===== src/rtl/alu_control_seq_if.sv =====
// ID/EX ALU-control bundle: instruction handshake from ID, decoded controls
// and mult/div sequencing signals toward EX and the hazard unit.
interface alu_control_seq_if #(
  parameter int ALUOP_W = 2,
  parameter int FUNCT_W = 6,
  parameter int CTRL_W  = 4
);
  logic               valid_in;
  logic [ALUOP_W-1:0] aluop;
  logic [FUNCT_W-1:0] funct;
  logic               flush;
  logic [CTRL_W-1:0]  alucontrol;
  logic               jr;
  logic               valid_out;
  logic               illegal;
  logic               stall;
  logic               md_start;
  logic               md_is_div;
  logic               md_done;

  modport master (
    output valid_in, aluop, funct, flush,
    input  alucontrol, jr, valid_out, illegal, stall, md_start, md_is_div, md_done
  );

  modport slave (
    input  valid_in, aluop, funct, flush,
    output alucontrol, jr, valid_out, illegal, stall, md_start, md_is_div, md_done
  );
endinterface


===== src/rtl/alu_control_seq.sv =====
// Registered ALU-control decode at the ID/EX boundary with a MULT/DIV busy
// sequencer that stalls upstream while the external mult/div unit runs.
module alu_control_seq #(
  parameter int ALUOP_W   = 2,
  parameter int FUNCT_W   = 6,
  parameter int CTRL_W    = 4,
  parameter int MD_CYCLES = 32,
  parameter int CNT_W     = 6
) (
  input  logic             clk,
  input  logic             reset_n,
  alu_control_seq_if.slave bus
);

  localparam logic [3:0] OP_ADD  = 4'b0010;
  localparam logic [3:0] OP_SUB  = 4'b0110;
  localparam logic [3:0] OP_AND  = 4'b0000;
  localparam logic [3:0] OP_OR   = 4'b0001;
  localparam logic [3:0] OP_NOR  = 4'b1100;
  localparam logic [3:0] OP_SLT  = 4'b0111;
  localparam logic [3:0] OP_SLL  = 4'b0011;
  localparam logic [3:0] OP_MULT = 4'b1000;
  localparam logic [3:0] OP_DIV  = 4'b1001;

  localparam logic [FUNCT_W-1:0] FN_ADD  = FUNCT_W'(32);
  localparam logic [FUNCT_W-1:0] FN_SUB  = FUNCT_W'(34);
  localparam logic [FUNCT_W-1:0] FN_AND  = FUNCT_W'(36);
  localparam logic [FUNCT_W-1:0] FN_OR   = FUNCT_W'(37);
  localparam logic [FUNCT_W-1:0] FN_NOR  = FUNCT_W'(39);
  localparam logic [FUNCT_W-1:0] FN_SLT  = FUNCT_W'(42);
  localparam logic [FUNCT_W-1:0] FN_SLL  = FUNCT_W'(0);
  localparam logic [FUNCT_W-1:0] FN_JR   = FUNCT_W'(8);
  localparam logic [FUNCT_W-1:0] FN_MULT = FUNCT_W'(24);
  localparam logic [FUNCT_W-1:0] FN_DIV  = FUNCT_W'(26);

  localparam logic [CNT_W-1:0] CNT_ZERO = {CNT_W{1'b0}};
  localparam logic [CNT_W-1:0] CNT_ONE  = {{(CNT_W-1){1'b0}}, 1'b1};
  localparam logic [CNT_W-1:0] CNT_LOAD = CNT_W'(MD_CYCLES - 1);

  typedef struct packed {
    logic [3:0] op;
    logic       jr;
    logic       illegal;
    logic       is_md;
    logic       is_div;
  } dec_t;

  typedef enum logic [1:0] {
    IDLE = 2'b00,
    BUSY = 2'b01,
    DONE = 2'b10
  } state_t;

  // R-format funct decode; unknown functs fall back to ADD and flag illegal.
  function automatic dec_t decode_funct(input logic [FUNCT_W-1:0] fn);
    dec_t d;
    d = '{op: OP_ADD, jr: 1'b0, illegal: 1'b0, is_md: 1'b0, is_div: 1'b0};
    case (fn)
      FN_ADD:  d.op = OP_ADD;
      FN_SUB:  d.op = OP_SUB;
      FN_AND:  d.op = OP_AND;
      FN_OR:   d.op = OP_OR;
      FN_NOR:  d.op = OP_NOR;
      FN_SLT:  d.op = OP_SLT;
      FN_SLL:  d.op = OP_SLL;
      FN_JR:   d.jr = 1'b1;
      FN_MULT: begin
        d.op    = OP_MULT;
        d.is_md = 1'b1;
      end
      FN_DIV:  begin
        d.op     = OP_DIV;
        d.is_md  = 1'b1;
        d.is_div = 1'b1;
      end
      default: d.illegal = 1'b1;
    endcase
    return d;
  endfunction

  // Narrow aluop is zero-extended, so the immediate OR/SLT codes are unreachable at width 2.
  function automatic dec_t decode(input logic [ALUOP_W-1:0] aluop,
                                  input logic [FUNCT_W-1:0] fn);
    dec_t       d;
    logic [2:0] op3;
    d   = '{op: OP_ADD, jr: 1'b0, illegal: 1'b0, is_md: 1'b0, is_div: 1'b0};
    op3 = 3'(aluop);
    case (op3)
      3'd0:    d.op = OP_ADD;
      3'd1:    d.op = OP_SUB;
      3'd2:    d = decode_funct(fn);
      3'd3:    d.op = OP_AND;
      3'd4:    d.op = OP_OR;
      3'd5:    d.op = OP_SLT;
      default: d.illegal = 1'b1;
    endcase
    return d;
  endfunction

  state_t            state_r, state_s;
  logic [CNT_W-1:0]  cnt_r, cnt_s;
  logic [CTRL_W-1:0] alucontrol_r, alucontrol_s;
  logic              jr_r, jr_s;
  logic              valid_out_r, valid_out_s;
  logic              illegal_r, illegal_s;
  logic              stall_r, stall_s;
  logic              md_start_r, md_start_s;
  logic              md_is_div_r, md_is_div_s;
  logic              md_done_r, md_done_s;
  dec_t              dec_s;
  logic              accept_s;

  assign dec_s    = decode(bus.aluop, bus.funct);
  assign accept_s = bus.valid_in & ~stall_r & ~bus.flush;

  // Next-state and next-output logic for decode and the mult/div sequencer.
  always_comb begin
    state_s      = state_r;
    cnt_s        = cnt_r;
    alucontrol_s = alucontrol_r;
    jr_s         = 1'b0;
    valid_out_s  = 1'b0;
    illegal_s    = 1'b0;
    stall_s      = 1'b0;
    md_start_s   = 1'b0;
    md_is_div_s  = 1'b0;
    md_done_s    = 1'b0;

    if (accept_s) begin
      valid_out_s  = 1'b1;
      alucontrol_s = CTRL_W'(dec_s.op);
      jr_s         = dec_s.jr;
      illegal_s    = dec_s.illegal;
    end else begin
      valid_out_s  = 1'b0;
    end

    case (state_r)
      // DONE accepts like IDLE, so a back-to-back MULT/DIV goes straight to BUSY.
      IDLE, DONE: begin
        if (accept_s && dec_s.is_md) begin
          state_s     = BUSY;
          cnt_s       = CNT_LOAD;
          stall_s     = 1'b1;
          md_start_s  = 1'b1;
          md_is_div_s = dec_s.is_div;
        end else begin
          state_s     = IDLE;
        end
      end
      BUSY: begin
        if (bus.flush) begin
          state_s = IDLE;
          cnt_s   = CNT_ZERO;
        end else if (cnt_r == CNT_ZERO) begin
          state_s   = DONE;
          md_done_s = 1'b1;
        end else begin
          cnt_s   = cnt_r - CNT_ONE;
          stall_s = 1'b1;
        end
      end
      default: begin
        state_s = IDLE;
        cnt_s   = CNT_ZERO;
      end
    endcase
  end

  // State, counter and registered outputs.
  always_ff @(posedge clk or negedge reset_n) begin
    if (!reset_n) begin
      state_r      <= IDLE;
      cnt_r        <= CNT_ZERO;
      alucontrol_r <= {CTRL_W{1'b0}};
      jr_r         <= 1'b0;
      valid_out_r  <= 1'b0;
      illegal_r    <= 1'b0;
      stall_r      <= 1'b0;
      md_start_r   <= 1'b0;
      md_is_div_r  <= 1'b0;
      md_done_r    <= 1'b0;
    end else begin
      state_r      <= state_s;
      cnt_r        <= cnt_s;
      alucontrol_r <= alucontrol_s;
      jr_r         <= jr_s;
      valid_out_r  <= valid_out_s;
      illegal_r    <= illegal_s;
      stall_r      <= stall_s;
      md_start_r   <= md_start_s;
      md_is_div_r  <= md_is_div_s;
      md_done_r    <= md_done_s;
    end
  end

  assign bus.alucontrol = alucontrol_r;
  assign bus.jr         = jr_r;
  assign bus.valid_out  = valid_out_r;
  assign bus.illegal    = illegal_r;
  assign bus.stall      = stall_r;
  assign bus.md_start   = md_start_r;
  assign bus.md_is_div  = md_is_div_r;
  assign bus.md_done    = md_done_r;

endmodule


===== src/flat_wrapper.sv =====
// flat-port wrapper written by rule: the top's interface ports become plain ports
module alu_control_seq_flat 
#(
  parameter int ALUOP_W   = 2,
  parameter int FUNCT_W   = 6,
  parameter int CTRL_W    = 4,
  parameter int MD_CYCLES = 32,
  parameter int CNT_W     = 6
)
  (clk, reset_n, bus_valid_in, bus_aluop, bus_funct, bus_flush, bus_alucontrol, bus_jr, bus_valid_out, bus_illegal, bus_stall, bus_md_start, bus_md_is_div, bus_md_done);
  alu_control_seq_if #(.ALUOP_W(ALUOP_W), .FUNCT_W(FUNCT_W), .CTRL_W(CTRL_W)) bus_i ();
  input  logic clk;
  input  logic reset_n;
  input wire logic [$bits(bus_i.valid_in)-1:0] bus_valid_in;
  input wire logic [$bits(bus_i.aluop)-1:0] bus_aluop;
  input wire logic [$bits(bus_i.funct)-1:0] bus_funct;
  input wire logic [$bits(bus_i.flush)-1:0] bus_flush;
  output wire logic [$bits(bus_i.alucontrol)-1:0] bus_alucontrol;
  output wire logic [$bits(bus_i.jr)-1:0] bus_jr;
  output wire logic [$bits(bus_i.valid_out)-1:0] bus_valid_out;
  output wire logic [$bits(bus_i.illegal)-1:0] bus_illegal;
  output wire logic [$bits(bus_i.stall)-1:0] bus_stall;
  output wire logic [$bits(bus_i.md_start)-1:0] bus_md_start;
  output wire logic [$bits(bus_i.md_is_div)-1:0] bus_md_is_div;
  output wire logic [$bits(bus_i.md_done)-1:0] bus_md_done;
  assign bus_i.valid_in = bus_valid_in;
  assign bus_i.aluop = bus_aluop;
  assign bus_i.funct = bus_funct;
  assign bus_i.flush = bus_flush;
  assign bus_alucontrol = bus_i.alucontrol;
  assign bus_jr = bus_i.jr;
  assign bus_valid_out = bus_i.valid_out;
  assign bus_illegal = bus_i.illegal;
  assign bus_stall = bus_i.stall;
  assign bus_md_start = bus_i.md_start;
  assign bus_md_is_div = bus_i.md_is_div;
  assign bus_md_done = bus_i.md_done;
  alu_control_seq #(.ALUOP_W(ALUOP_W), .FUNCT_W(FUNCT_W), .CTRL_W(CTRL_W), .MD_CYCLES(MD_CYCLES), .CNT_W(CNT_W)) u_core (.clk(clk), .reset_n(reset_n), .bus(bus_i));
endmodule

===== config.mk =====
export PLATFORM = sky130hd
export DESIGN_NAME = alu_control_seq_flat
export DESIGN_NICKNAME = d
export VERILOG_FILES = /design/src/rtl/alu_control_seq_if.sv /design/src/rtl/alu_control_seq.sv /design/src/flat_wrapper.sv
export SDC_FILE = /design/constraint.sdc
export NUM_CORES = 1
export LEC_CHECK = 0
export ABC_AREA = 1
export CELL_PAD_IN_SITES_DETAIL_PLACEMENT = 1
export CELL_PAD_IN_SITES_GLOBAL_PLACEMENT = 1
export CORE_UTILIZATION = 33
export DETAILED_ROUTE_END_ITERATION = 16
export PLACE_DENSITY_LB_ADDON = 0.1
export SETUP_SLACK_MARGIN = 0.02
export SYNTH_ARGS = -nofsm -noshare
export SYNTH_HDL_FRONTEND = slang
export SYNTH_SLANG_ARGS = --single-unit

===== constraint.sdc =====
create_clock -name clk -period 1.26 [get_ports clk]
set_input_delay 0.252 -clock clk [delete_from_list [all_inputs] [get_ports clk]]
set_output_delay 0.252 -clock clk [all_outputs]
set_load 0.005 [all_outputs]

==> results.md <==
* Status: finished, violations left
* Failing checks: negative setup slack
* Syn Std Cell Area at ~0.0011 sq mm
* Cells after Synth at ~140
* Fmax at ~0.79 GHz
* Synth Area in Adders at about 1.2%
* Main combinational cell family by area after synthesis: simple AND/OR/NAND/NOR gates
* CORE AREA at approximately 0.0031 sq mm
* Detailed-route DRC error count at 0
* Drt wl/cell at around 12 um
* Height of the die at between 50 and 60 um
* Initial drt markers at 37
* Req. time, crit path at 1500 ps
* CTS H-tree depth at 1
* Placed cell areas at roughly 0.0015 sq mm
* Number of port buffers at 22
* Commonest non-fill, non-tap cell in the layout: buf_4
* Max_slew headroom at between 70 and 80%
* Final Worst Setup Slack at -6.36 ps
* Netlist cell types at 28
* First-pass GRT wire length at between 4000 and 5000 um
* Final net count at 203
* Clk root buf: clkbuf_4
* Total power at about 1600 uW
* Min cycle time layout at 1270 ps
* Period utilization at 101%
* CTS Buf Count at 3
* Simple-gate area share of the yosys netlist at a little over a third
* Overall die width at between 50 and 60 um
* Worst Setup End Kind: register
* Hold WC Path Type: in2async
* Worst-path cell chain: clkdlybuf4s50_1, buf_4, nor2_4, inv_4, nor2_8, inv_4, nand2_8, nand2_1, nand2_1
* Family with the most delay on the worst path: buffers and inverters
* Area grow syn2layout at 56.6%
* Placer Congestion at 0.808
* Startpoint Class: input port
* Final Hold Vio Count at 0
* Initial antenna violation count at 0
* Core Rows at 20
* Worst-path clk slew at ~110 ps
* Setup WS pre-CTS at -320 ps
* Synth Area in XOR/XNOR at 0.806%
* R2R depth at 8
* Layout Skew at 5.37 ps
* Synth Net Count at around 150
* Max VDD drop at a little under 0.4 mV
* I/O pin count at 23
* Global Route Usage Sum at between 15 and 20%
* Post-synthesis sequential area ratio at around 44%
* Worst skew pair latency at between 200 and 300 ps
* RSZ-0062 raised after global routing: yes
* Compound-cell area share of the yosys netlist at between 9 and 10%
* ANT cells at 0
* # setup viols final at 1
* Layout cells sized above 1 at between 30% and 40%
* Die area at 0.00353 sq mm
* Max-cap check violation count at 0
* Vias in the first global route at around 1100
* #FFs+latches synth at 19
* Clock Tree Buf Depth at 2
* Vias per cell at around 4.6
* Syn Area/Cell at 8.05 sq um
* Routed wire length at approximately 2900 um
* Worst-margin pin slew at 302 ps
* Yosys warnings at 0
* Largest net degree at the start of global routing at 20
* Power per cell area at between 900 and 1000 mW/mm^2
* Grt total ovfl at 0
* Post-CTS Hold Buffers at 0
* Worst Path Max Fanout at 7
* Worst path slowest cell: clkdlybuf4s50_1
* Clock sinks at 19
* Setup CP Type: in2reg
* Post-synthesis mux area share at 0%
* Worst Path Buf+Inv at 4
* Post-DP HPWL at approximately 2300 um
* Leak at roughly 0.0009 uW
* Min Hold Slack at about 290 ps
* Worst stage delay on the critical path at around 470 ps
* Pins over their slew limit at 0
* Fin area at 0.00170 sq mm
* Post-route ant nets at 0
* Commonest non-fill, non-tap cells in the layout: buf_4, nand2_1, dfrtp_1
* CTS tree: yes
* Arrival time at the worst endpoint at 1500 ps
* WP depth at 9
* TritonRoute pass-1 iters at 4
* Via count at between 1000 and 1500
* Starting Density at about a third
## worst reg2reg max path, cell delays in order (launching register included)
cell and delay (ps):
dfrtp_1 420, inv_2 80, ha_4 140, nand4_4 130
nor2_8 160, inv_4 60, nand2_8 90, nand2_1 60
nand2_1 60
## kinds of logic (layout without fill, tap and decap cells)
group	count (synthesis)	count (layout)
fa+ha+maj	1	1
xor+xnor	1	1
buf+inv	26	80
compound gates	15	15
flops	19	19
simple gates	73	73
## state kept, by name (all words and copies together), names as in the netlist
| name | cells |
|---|---|
| u_core.bus.md_is_div | 1 |
| u_core.bus.alucontrol | 4 |
| u_core.bus.stall | 1 |
| u_core.bus.md_done | 1 |
| u_core.state_r | 2 |
| u_core.cnt_r | 6 |
| u_core.bus.valid_out | 1 |
| u_core.bus.jr | 1 |
| u_core.bus.md_start | 1 |
| u_core.bus.illegal | 1 |
## layer usage
layer	track usage [%]	share of wire [%]	up-vias
met3	2.62	1.7	2
met2	32.6	55	13
met4	6.12	0.88	0
met5	0	0	-
li1	-	-	538
met1	20.6	42	523
## synth_stat cells
library cell | instances | area [sq um]
a21oi_1 | 5 | 25.0
ha_1 | 1 | 12.5
xor2_1 | 1 | 8.76
nand2_1 | 25 | 93.8
nand3b_1 | 1 | 7.51
nor2_1 | 16 | 60.1
nand4_2 | 1 | 12.5
clkinv_1 | 1 | 3.75
nand3_1 | 13 | 65.1
a21o_1 | 1 | 7.51
nand4_1 | 6 | 37.5
o21ai_0 | 2 | 10.0
nand2_4 | 3 | 33.8
inv_1 | 18 | 67.6
inv_2 | 5 | 18.8
a21boi_2 | 1 | 11.3
buf_6 | 1 | 11.3
a21oi_2 | 2 | 17.5
inv_4 | 1 | 6.26
nor2_8 | 1 | 20.0
dfrtp_1 | 19 | 475
nor2_4 | 2 | 22.5
nor2_2 | 2 | 12.5
o211ai_1 | 1 | 7.51
nor3_1 | 1 | 5.00
o22ai_1 | 2 | 12.5
nand2_2 | 2 | 12.5
o21ai_2 | 1 | 8.76
## through the flow
step | std cells | setup TNS (ps) | util, %
2_1_floorplan | 135 | 0 | -
3_3_place_gp | 222 | -3770 | 50.0
3_5_place_dp | 222 | -4180 | 50.0
4_1_cts | 232 | -80.1 | 53.0
5_1_grt | 233 | -338 | 55.3
6_report | 233 | -6.36 | 55.3
## area by class of cell
type                       count  area (sq um)
clock buffer                   4          26.3
fill                         388          1380
inverter                      25          98.8
multi-input combinational     90           612
sequential                    19           477
tap                           44          55.1
timing repair buffer          51           434
## power by group
part	switching (uW)	internal, uW
clock	181	123
combinational	259	270
sequential	60.2	667
## worst paths after layout
kind                                          start                  endpoint  slack [ps]
setup / recovery                          bus_flush           u_core.cnt_r[1]          -6
setup reg to reg                    u_core.cnt_r[1]           u_core.cnt_r[1]          10
max in group asynchronous                   reset_n           u_core.cnt_r[2]         760
min in group clk                       bus_funct[4]             u_core.bus.jr         430
hold reg to reg            u_core.bus.alucontrol[3]  u_core.bus.alucontrol[3]         530
hold / removal                              reset_n        u_core.bus.illegal         290
## repair_timing
item,4_1_cts,5_1_grt
gates cloned,0,0
pin swaps,7,10
endpoints found under the setup margin,19,19
buffers inserted,6,1
resized for setup,20,20
(Power assumes the default switching activity.)
